### src/rtl/huffman_param_if.sv
// ============================================================================
// Module      : huffman_param_if
// Description : Sample handshake and result bus bundle for huffman_param.
//               master = sample source / result consumer, slave = encoder.
//   gray_valid/gray_data/gray_ready : sample ready/valid handshake
//   cnt_valid/cnt_bus               : per-symbol counts of the frame
//   code_valid/hc_bus/m_bus         : per-symbol codes and length masks
//   sym_err                         : frame contained an out-of-range symbol
// Revision    : 1.0 - initial release
// ============================================================================
`default_nettype none

interface huffman_param_if #(
  parameter int NSYM   = 6,
  parameter int CNT_W  = 8,
  parameter int CODE_W = 8,
  parameter int SYM_W  = 3
);
  logic                     gray_valid;
  logic [SYM_W-1:0]         gray_data;
  logic                     gray_ready;
  logic                     cnt_valid;
  logic [NSYM*CNT_W-1:0]    cnt_bus;
  logic                     code_valid;
  logic [NSYM*CODE_W-1:0]   hc_bus;
  logic [NSYM*CODE_W-1:0]   m_bus;
  logic                     sym_err;

  modport master (
    output gray_valid, gray_data,
    input  gray_ready, cnt_valid, cnt_bus, code_valid, hc_bus, m_bus, sym_err
  );

  modport slave (
    input  gray_valid, gray_data,
    output gray_ready, cnt_valid, cnt_bus, code_valid, hc_bus, m_bus, sym_err
  );
endinterface

`default_nettype wire

### src/rtl/huffman_param.sv
// ============================================================================
// Module      : huffman_param
// Description : Counts a frame of SAMPLES symbols over an NSYM alphabet, then
//               builds a deterministic Huffman code for the frame, one merge
//               per clock. Results are held until the next frame starts.
// Ports       : clk   - clock
//               reset - asynchronous, active-high reset
//               bus   - huffman_param_if.slave (handshake + result buses)
// Revision    : 1.0 - initial release
// ============================================================================
`default_nettype none

module huffman_param #(
  parameter int NSYM    = 6,
  parameter int SAMPLES = 100,
  parameter int CNT_W   = 8,
  parameter int CODE_W  = 8,
  parameter int SYM_W   = 3
) (
  input  logic             clk,
  input  logic             reset,
  huffman_param_if.slave   bus
);

  localparam logic [CNT_W-1:0] LAST_IDX  = CNT_W'(SAMPLES - 1);
  localparam logic [SYM_W-1:0] LAST_STEP = SYM_W'(NSYM - 1);
  localparam logic [SYM_W:0]   NSYM_X    = (SYM_W + 1)'(NSYM);

  typedef enum logic [1:0] {
    S_COUNT = 2'd0,
    S_BUILD = 2'd1,
    S_DONE  = 2'd2
  } state_t;

  state_t state, state_nxt;

  logic [CNT_W-1:0]  cnt  [NSYM];
  logic [CODE_W-1:0] hc   [NSYM];
  logic [CODE_W-1:0] msk  [NSYM];
  logic [CNT_W:0]    wt   [NSYM];   // group weight, valid at the group label
  logic [SYM_W-1:0]  grp  [NSYM];   // group label = smallest member index
  logic [CNT_W-1:0]  sample_cnt;
  logic [SYM_W-1:0]  step;          // 0 = init groups, 1..NSYM-1 = merges
  logic              sym_err;

  logic xfer;
  logic last_sample;
  logic bad_sym;
  int   a_idx, b_idx, merged_idx;
  logic a_ok, b_ok;

  assign xfer    = bus.gray_valid & bus.gray_ready;
  assign bad_sym = ({1'b0, bus.gray_data} >= NSYM_X);

  // A transfer in DONE is the first sample of a new frame.
  assign last_sample = (state == S_DONE) ? (SAMPLES == 1) : (sample_cnt == LAST_IDX);

  // Pick the two lowest-ranked groups. A group is live when its label points
  // at itself. The ascending scan with <= lets a later (larger-index) group
  // win a weight tie, which is exactly "larger smallest-member ranks lower".
  always_comb begin
    a_idx = 0;
    b_idx = 0;
    a_ok  = 1'b0;
    b_ok  = 1'b0;
    for (int s = 0; s < NSYM; s++) begin
      if (grp[s] == SYM_W'(s)) begin
        if (!a_ok || wt[s] <= wt[a_idx]) begin
          a_idx = s;
          a_ok  = 1'b1;
        end
      end
    end
    for (int s = 0; s < NSYM; s++) begin
      if (grp[s] == SYM_W'(s) && s != a_idx) begin
        if (!b_ok || wt[s] <= wt[b_idx]) begin
          b_idx = s;
          b_ok  = 1'b1;
        end
      end
    end
    merged_idx = (a_idx < b_idx) ? a_idx : b_idx;
  end

  // State register
  always_ff @(posedge clk or posedge reset) begin
    if (reset) state <= S_COUNT;
    else       state <= state_nxt;
  end

  // Next state and handshake/valid outputs
  always_comb begin
    state_nxt      = state;
    bus.gray_ready = 1'b1;
    bus.cnt_valid  = 1'b0;
    bus.code_valid = 1'b0;
    case (state)
      S_COUNT: begin
        if (xfer && last_sample) state_nxt = S_BUILD;
      end
      S_BUILD: begin
        bus.gray_ready = 1'b0;
        bus.cnt_valid  = 1'b1;
        if (step == LAST_STEP) state_nxt = S_DONE;
      end
      S_DONE: begin
        bus.cnt_valid  = 1'b1;
        bus.code_valid = 1'b1;
        if (xfer) state_nxt = last_sample ? S_BUILD : S_COUNT;
      end
      default: state_nxt = S_COUNT;
    endcase
  end

  // Datapath: counting, group init and merges
  always_ff @(posedge clk or posedge reset) begin
    if (reset) begin
      sample_cnt <= '0;
      step       <= '0;
      sym_err    <= 1'b0;
      for (int s = 0; s < NSYM; s++) begin
        cnt[s] <= '0;
        hc[s]  <= '0;
        msk[s] <= '0;
        wt[s]  <= '0;
        grp[s] <= '0;
      end
    end else begin
      case (state)
        S_COUNT: begin
          if (xfer) begin
            sample_cnt <= last_sample ? '0 : sample_cnt + CNT_W'(1);
            step       <= '0;
            if (bad_sym) sym_err <= 1'b1;
            for (int s = 0; s < NSYM; s++)
              cnt[s] <= cnt[s] + CNT_W'(bus.gray_data == SYM_W'(s));
          end
        end
        S_BUILD: begin
          if (step == '0) begin
            for (int s = 0; s < NSYM; s++) begin
              grp[s] <= SYM_W'(s);
              wt[s]  <= {1'b0, cnt[s]};
            end
          end else begin
            // msk+1 is the one-hot at the member's current length, so OR-ing
            // it in writes bit 1 there; B members keep the 0 already present.
            for (int s = 0; s < NSYM; s++) begin
              if (grp[s] == SYM_W'(a_idx)) begin
                hc[s]  <= hc[s] | (msk[s] + CODE_W'(1));
                msk[s] <= (msk[s] << 1) | CODE_W'(1);
                grp[s] <= SYM_W'(merged_idx);
              end else if (grp[s] == SYM_W'(b_idx)) begin
                msk[s] <= (msk[s] << 1) | CODE_W'(1);
                grp[s] <= SYM_W'(merged_idx);
              end
            end
            wt[merged_idx] <= wt[a_idx] + wt[b_idx];
          end
          step <= step + SYM_W'(1);
        end
        S_DONE: begin
          if (xfer) begin
            sample_cnt <= (SAMPLES == 1) ? '0 : CNT_W'(1);
            step       <= '0;
            sym_err    <= bad_sym;
            for (int s = 0; s < NSYM; s++) begin
              cnt[s] <= CNT_W'(bus.gray_data == SYM_W'(s));
              hc[s]  <= '0;
              msk[s] <= '0;
            end
          end
        end
        default: ;
      endcase
    end
  end

  assign bus.sym_err = sym_err;

  for (genvar g = 0; g < NSYM; g++) begin : g_pack
    assign bus.cnt_bus[g*CNT_W +: CNT_W]  = cnt[g];
    assign bus.hc_bus[g*CODE_W +: CODE_W] = hc[g];
    assign bus.m_bus[g*CODE_W +: CODE_W]  = msk[g];
  end

endmodule

`default_nettype wire

### src/flat_wrapper.sv
// flat-port wrapper written by rule: the top's interface ports become plain ports
module huffman_param_flat 
#(
  parameter int NSYM    = 6,
  parameter int SAMPLES = 100,
  parameter int CNT_W   = 8,
  parameter int CODE_W  = 8,
  parameter int SYM_W   = 3
)
  (clk, reset, bus_gray_valid, bus_gray_data, bus_gray_ready, bus_cnt_valid, bus_cnt_bus, bus_code_valid, bus_hc_bus, bus_m_bus, bus_sym_err);
  huffman_param_if #(.NSYM(NSYM), .CNT_W(CNT_W), .CODE_W(CODE_W), .SYM_W(SYM_W)) bus_i ();
  input  logic clk;
  input  logic reset;
  input wire logic [$bits(bus_i.gray_valid)-1:0] bus_gray_valid;
  input wire logic [$bits(bus_i.gray_data)-1:0] bus_gray_data;
  output wire logic [$bits(bus_i.gray_ready)-1:0] bus_gray_ready;
  output wire logic [$bits(bus_i.cnt_valid)-1:0] bus_cnt_valid;
  output wire logic [$bits(bus_i.cnt_bus)-1:0] bus_cnt_bus;
  output wire logic [$bits(bus_i.code_valid)-1:0] bus_code_valid;
  output wire logic [$bits(bus_i.hc_bus)-1:0] bus_hc_bus;
  output wire logic [$bits(bus_i.m_bus)-1:0] bus_m_bus;
  output wire logic [$bits(bus_i.sym_err)-1:0] bus_sym_err;
  assign bus_i.gray_valid = bus_gray_valid;
  assign bus_i.gray_data = bus_gray_data;
  assign bus_gray_ready = bus_i.gray_ready;
  assign bus_cnt_valid = bus_i.cnt_valid;
  assign bus_cnt_bus = bus_i.cnt_bus;
  assign bus_code_valid = bus_i.code_valid;
  assign bus_hc_bus = bus_i.hc_bus;
  assign bus_m_bus = bus_i.m_bus;
  assign bus_sym_err = bus_i.sym_err;
  huffman_param #(.NSYM(NSYM), .SAMPLES(SAMPLES), .CNT_W(CNT_W), .CODE_W(CODE_W), .SYM_W(SYM_W)) u_core (.clk(clk), .reset(reset), .bus(bus_i));
endmodule
### config.mk
export PLATFORM = sky130hd
export DESIGN_NAME = huffman_param_flat
export DESIGN_NICKNAME = d
export VERILOG_FILES = /design/src/rtl/huffman_param_if.sv /design/src/rtl/huffman_param.sv /design/src/flat_wrapper.sv
export SDC_FILE = /design/constraint.sdc
export NUM_CORES = 1
export LEC_CHECK = 0
export ABC_CLOCK_PERIOD_IN_PS = 65099
export CORE_AREA = 2 2 201 203
export DETAILED_ROUTE_END_ITERATION = 8
export DIE_AREA = 0 0 203 205
export SLEW_MARGIN = 0
export SYNTH_ARGS = -nofsm -noshare
export SYNTH_HDL_FRONTEND = slang
export SYNTH_SLANG_ARGS = --single-unit
### constraint.sdc
create_clock -name clk -period 65.1 [get_ports clk]
set_input_delay 13.02 -clock clk [delete_from_list [all_inputs] [get_ports clk]]
set_output_delay 13.02 -clock clk [all_outputs]
set_load 0.05 [all_outputs]
# Yosys cells after proc, flatten, opt, wreduce, memory -nomap -nowiden
# Cells that the tools add are included.
dict set report classes {
  add_sub_neg 15
  order_cmp 23
  eq_ne 50
  mux 131
  n_bitwise 18
  n_reduce_logical 66
}
# operator count
set op_table {}
lappend op_table {{two-way mux 32 bit} 18}
lappend op_table {{>= comparator 32 x 4 -> 1 bit, second input constant} 11}
lappend op_table {{inverter 32 bit} 10}
lappend op_table {{one-hot mux 48 bit (2 select lines)} 3}
lappend op_table {{binary-select mux 9 bit (select 3 bit)} 10}
lappend op_table {{two-way mux 48 bit} 5}
lappend op_table {{two-way mux 9 bit} 21}
lappend op_table {{two-way mux 8 bit} 21}
lappend op_table {{<= comparator 9 bit} 9}
lappend op_table {{!= test 3 x 32 -> 1 bit, first input constant} 2}
lappend op_table {{!= test 4 x 32 -> 1 bit, first input constant} 2}
lappend op_table {{adder 8 x 1 -> 8 bit, second input constant} 7}
lappend op_table {{bitwise mux 54 bit} 1}
lappend op_table {{two-way mux 54 bit} 1}
lappend op_table {{AND reduction 4 bit} 13}
lappend op_table {{adder 8 x 1 -> 8 bit} 6}
lappend op_table {{bitwise OR 8 bit} 6}
lappend op_table {{two-way mux 3 bit} 13}
lappend op_table {{== test 3 bit} 12}
lappend op_table {{less-than comparator 32 x 1 -> 1 bit, second input constant} 1}
lappend op_table {{less-than comparator 32 bit} 1}
lappend op_table {{!= test 2 x 32 -> 1 bit, first input constant} 1}
lappend op_table {{inverter 1 -> 32 bit} 1}
lappend op_table {{nonzero test 32 bit} 1}
lappend op_table {{31 further kinds} 127}
dict set report totals {
  register_bits 230
  in_bits 6
  out_inout_bits 148
  elab_cells 337
}

# Depth between registers and ports, before layout
dict set report logic_depth {
  word_depth 86
  depth_mapped 116
  depth_no_buf 104
}

# Worst setup path after synthesis
# No wires, ideal clock.
dict set report synth_timing {
  path_kind {register to register}
  from {register u_core.wt[48] in the netlist's numbering}
  to {register u_core.wt[17] in the netlist's numbering}
  setup_time_ns 0.122
  arrival_time_ns 20.630
  t_required_ns 64.978
  setup_slack_ns 44.348
  stages_incl_launch_ff 109
  path_buffers 17
  synth_period_minus_slack_ns 20.752
  path_cell_list {dfrtp_1 > inv_1 > ha_1 > and3_1 > o21ai_0 > nor4bb_1 > nor2_1 > clkbuf_1 > inv_1 > clkbuf_1 > nor2_1 > a21oi_1 > ha_1 > nand4_1 > nor3_1 > o21a_1 > a21oi_2 > clkbuf_1 > (+73 left out) > a211o_1 > a21oi_1 > o31ai_4 > nand2_1 > nand2_1 > o311ai_0 > a21oi_1 > a2bb2oi_1 > fa_1 > a21o_1 > a21oi_1 > o21bai_1 > a21oi_1 > o21bai_1 > a21oi_1 > xor2_1 > xnor2_1 > a32o_1}
}
dict set report synth_between {
  elab_chain_cells 84
}
# element line
set synth_lines {}
lappend synth_lines {{start: declaration} huffman_param.sv:40} ;# logic [CNT_W:0] wt [NSYM];
lappend synth_lines {{start signal: indexed assignment} huffman_param.sv:143} ;# wt[s] <= {1'b0, cnt[s]};
lappend synth_lines {{start signal: indexed assignment} huffman_param.sv:158} ;# wt[merged_idx] <= wt[a_idx] + wt[b_idx];
lappend synth_lines {{<= comparator 9 bit} {huffman_param.sv:68, huffman_param.sv:76}}
lappend synth_lines {{logical OR 1 bit} huffman_param.sv:68} ;# if (!a_ok || wt[s] <= wt[a_idx]) begin
lappend synth_lines {{two-way mux 1 bit} huffman_param.sv:68}
lappend synth_lines {{two-way mux 1 bit} huffman_param.sv:67} ;# if (grp[s] == SYM_W'(s)) begin
lappend synth_lines {{inverter 1 -> 32 bit (not written as such)} huffman_param.sv:68}
lappend synth_lines {{binary-select mux 9 bit (select 3 bit)} huffman_param.sv:68}
lappend synth_lines {{two-way mux 9 bit (not written as such) (2 in a row)} huffman_param.sv:68}
lappend synth_lines {{<= comparator 9 bit} huffman_param.sv:68}
lappend synth_lines {{(+67 left out)} n/a}
lappend synth_lines {{two-way mux 32 bit} huffman_param.sv:82} ;# merged_idx = (a_idx < b_idx) ? a_idx : b_idx;
lappend synth_lines {{inverter 32 bit (not written as such)} huffman_param.sv:158}
lappend synth_lines {{>= comparator 32 x 4 -> 1 bit (not written as such) / less-than comparator 32 x 1 -> 1 bit (equally long branches)} huffman_param.sv:158}
lappend synth_lines {{logical AND 1 bit (not written as such)} huffman_param.sv:158}
lappend synth_lines {{two-way mux 9 bit (not written as such)} huffman_param.sv:158}
lappend synth_lines {{demux 9 bit (select 3 bit)} huffman_param.sv:158}
lappend synth_lines {{bitwise mux 54 bit (*)} huffman_param.sv:158}
lappend synth_lines {{two-way mux 54 bit (*)} huffman_param.sv:140} ;# if (step == '0) begin
# Mark *: on every way between the ends. The rest lies on a longest branch, timed or not. The select of a mux whose other input is x is not followed.
# A chain may end at the register's enable or synchronous reset.

# Worst setup path after layout
dict set report layout_timing {
  from {register u_core.wt[51] in the netlist's numbering}
  to {register u_core.wt[53] in the netlist's numbering}
}
# Same word-level chain as after synthesis.

==> impl_results.md <==
- Final Hold Vio Count: 0
- Crit-path max FO: 27
- VDD IR max: 0.0236 mV
- Worst Path Arrival: 26.10 ns
- Synth cell types: 93
- Setup TNS: 0 ns
- Reg2reg setup slack: around 39 ns
- Final setup fails: 0
- ANT nets after route: 0
- Avg Vias per Cell: roughly 6.1
- Critical R2R Capture: u_core.wt[53]
- Vias in the first global route: around 14000
- Routed WL per cell: roughly 26 µm
- Tmin final: about 26 ns
- CTS tree: yes
- Total global-route track usage: 0.298
- RSZ-0062 raised after global routing: no
- Initial Utilization: 0.397
- Synth Register Bits: between 200 and 250
- CP Capture Type: flop
- Reg2Reg Depth: about 100
- Detailed placer's ending HPWL: ~48000 µm
- Final Power: 0.646 mW
- Worst Path Required: around 66 ns
- Clock sinks: 230
- Max clock buf depth: 3
- F_max: 39.0 MHz
- Most common cell after layout, fill and taps aside: dfrtp_1
- Largest net degree at the start of global routing: 102
- YS warnings: 0
- Slew headroom: 0.219
- Worst Hold Class: reg -> reg
- Crit path largest cell delay: roughly 0.67 ns
- Area Growth Syn to Fin: 19.2%
- Failing checks: DRC
- Part of the Yosys area used for sequential elements: 0.368
- Nets: about 2000
- Reg-to-Reg Start: u_core.wt[51]
- Core Rows: 73
- Status: finished with violations
- Post-synth EDFFs: 0
- Critical path class: reg -> reg
- Top cell by count, worst path: a21oi_1
- Mapped Cells: 1739
- Hold wc startpoint: u_core.sample_cnt[7]
- Clock-pin slew on the worst setup and hold paths: roughly 0.060 ns
- Hold EP: u_core.sample_cnt[7]
- Setup Skew: approximately 0.012 ns
- Post_cts resized: 0
- Period utilisation layout: 0.394
- Full die area: 41600 µm²
- Clock Latency Late Sink: approximately 0.54 ns
- Residual DRC: 2
- Num CTS Buffers: 25
- LEAKAGE: ~8.6 nW
- Synthesized cell area: around 16000 µm²
- Max_cap viols: 0
- Syn Area/Cell: ~9 µm²
- Initial drt markers: between 1500 and 2000
- Ys async rst share: 1.00
- Drt pass-1 iters: 8
- Clock root buffer: clkbuf_16
- P per Cell Area: roughly 35 nW/µm²
- Total core area: 39400 µm²
- Share of post-route cells with drive strength above 1: 0.0741
- Slowest CP cell: o21a_1
- Tightest Pin Transition: roughly 1.2 ns
- DR vias: 14900
- Hold_buf cts: 0
- DIE WIDTH: roughly 200 µm
- Grt total ovfl: 0
- Syn Nets: about 1900
- Initial antenna violation count: 3
- Global-route wire length before repair: roughly 94000 µm
- Wirelength, routed: slightly above 60000 µm
- I/O pin total: 154
- Critical path launch point type: flop
- Max-slew violations: 0
- Post CTS Setup Buffer Count: 0
- Number of I/O port buffers: around 150
- Htree depth: 1
- Hold Path Depth: 1
- Most frequent cells in the layout: dfrtp_1 (230), nor2_1 (226), a21oi_1 (165), clkdlybuf4s50_1 (153), nand2_1 (148)
- Placer Congestion: approximately 1.1
- Ys flop type: dfrtp_1
- Die Height: between 200 and 250 µm
[final cells by class]
cell class / count / area [µm²]
Fill cell: 3797 / 20700
Multi-Input combinational cell: 1385 / 9400
Sequential cell: 230 / 5760
Timing Repair Buffer: 187 / 1790
Clock buffer: 33 / 716
Tap cell: 525 / 657
Inverter: 55 / 214
Clock inverter: 12 / 120
Antenna cell: 1 / 2.50
[kinds of logic (layout without fill, tap and decap cells)]
group           after synthesis  count (layout)  share of synthesized area
xor+xnor                    101             101                     0.0566
flops                       230             230                      0.368
buf+inv                     124             287                     0.0318
compound gates              536             536                      0.247
fa+ha+maj                   119             119                     0.0955
mux                          33              33                     0.0229
other cells                   0               1                          0
simple gates                596             596                      0.179
[state kept, by name, summed over array words and instances (netlist names)]
register,flops
u_core.bus.cnt_bus,48
u_core.wt,54
u_core.bus.hc_bus,48
u_core.grp,18
u_core.step,3
u_core.sample_cnt,8
u_core.bus.sym_err,1
u_core.state,2
u_core.bus.m_bus,48
[report_power, final]
part	switching [mW]	total [mW]	leakage (nW)	internal (mW)
registers	0.0186	0.172	3.16	0.153
clock network	0.0605	0.146	0.418	0.0853
logic	0.214	0.328	5.03	0.115
[how the worst max path moves through the flow]
stage / startpoint / end / slack, ns
final: u_core.wt[51] / u_core.wt[53] / 39.47
after CTS: u_core.wt[51] / u_core.wt[53] / 40.06
after detailed placement: u_core.wt[51] / u_core.wt[53] / 40.13
after floorplan: u_core.wt[48] / u_core.wt[17] / 44.35
after global placement: u_core.wt[51] / u_core.wt[53] / 40.57
after global routing: u_core.wt[51] / u_core.wt[53] / 37.98
[worst max-delay path, delay by kind of cell (launching register included)]
family          cells  cell delay (ns)
compound gates     57            13.17
simple gates       25             6.13
fa+ha+maj          10             3.28
buf+inv             6             1.54
xor+xnor            2             0.58
flops               1             0.55
mux                 1             0.20
[metrics by stage]
stage	setup slack, ns	utilization	cell area [µm²]	hold slack [ns]	instances
after global placement	40.57	0.452	17800	0.471	2382
after floorplan	44.35	-	15600	0.451	1739
after CTS	40.06	0.474	18600	0.501	2427
final	39.47	0.474	18700	0.496	2428
after global routing	37.98	0.474	18600	0.510	2427
after detailed placement	40.13	0.452	17800	0.483	2382
[per-layer routing]
| metal | global-route usage | routed length, µm | up-vias |
|---|---|---|---|
| li1 | - | - | 6748 |
| met1 | 0.439 | 28000 | 7349 |
| met2 | 0.442 | 26800 | 660 |
| met3 | 0.0420 | 4930 | 131 |
| met4 | 0.114 | 2540 | 2 |
| met5 | 0 | 13 | - |
[synth_stat cells (17+ instances only)]
cell      count  area share
a21o_1       24       0.012
a21oi_1     165       0.053
a221o_1      42       0.027
a22o_1       62       0.035
and3_1       53       0.021
clkbuf_1     54       0.013
dfrtp_1     230        0.37
ha_1        116       0.093
inv_1        51       0.012
mux2i_1      22       0.014
nand2_1     148       0.036
nand3_1      54       0.017
nand4_1      27       0.011
nor2_1      227       0.054
nor3_1       17      0.0054
o21ai_0      62       0.020
xnor2_1      41       0.023
xor2_1       60       0.034
Power figures use the tool's default switching activity.
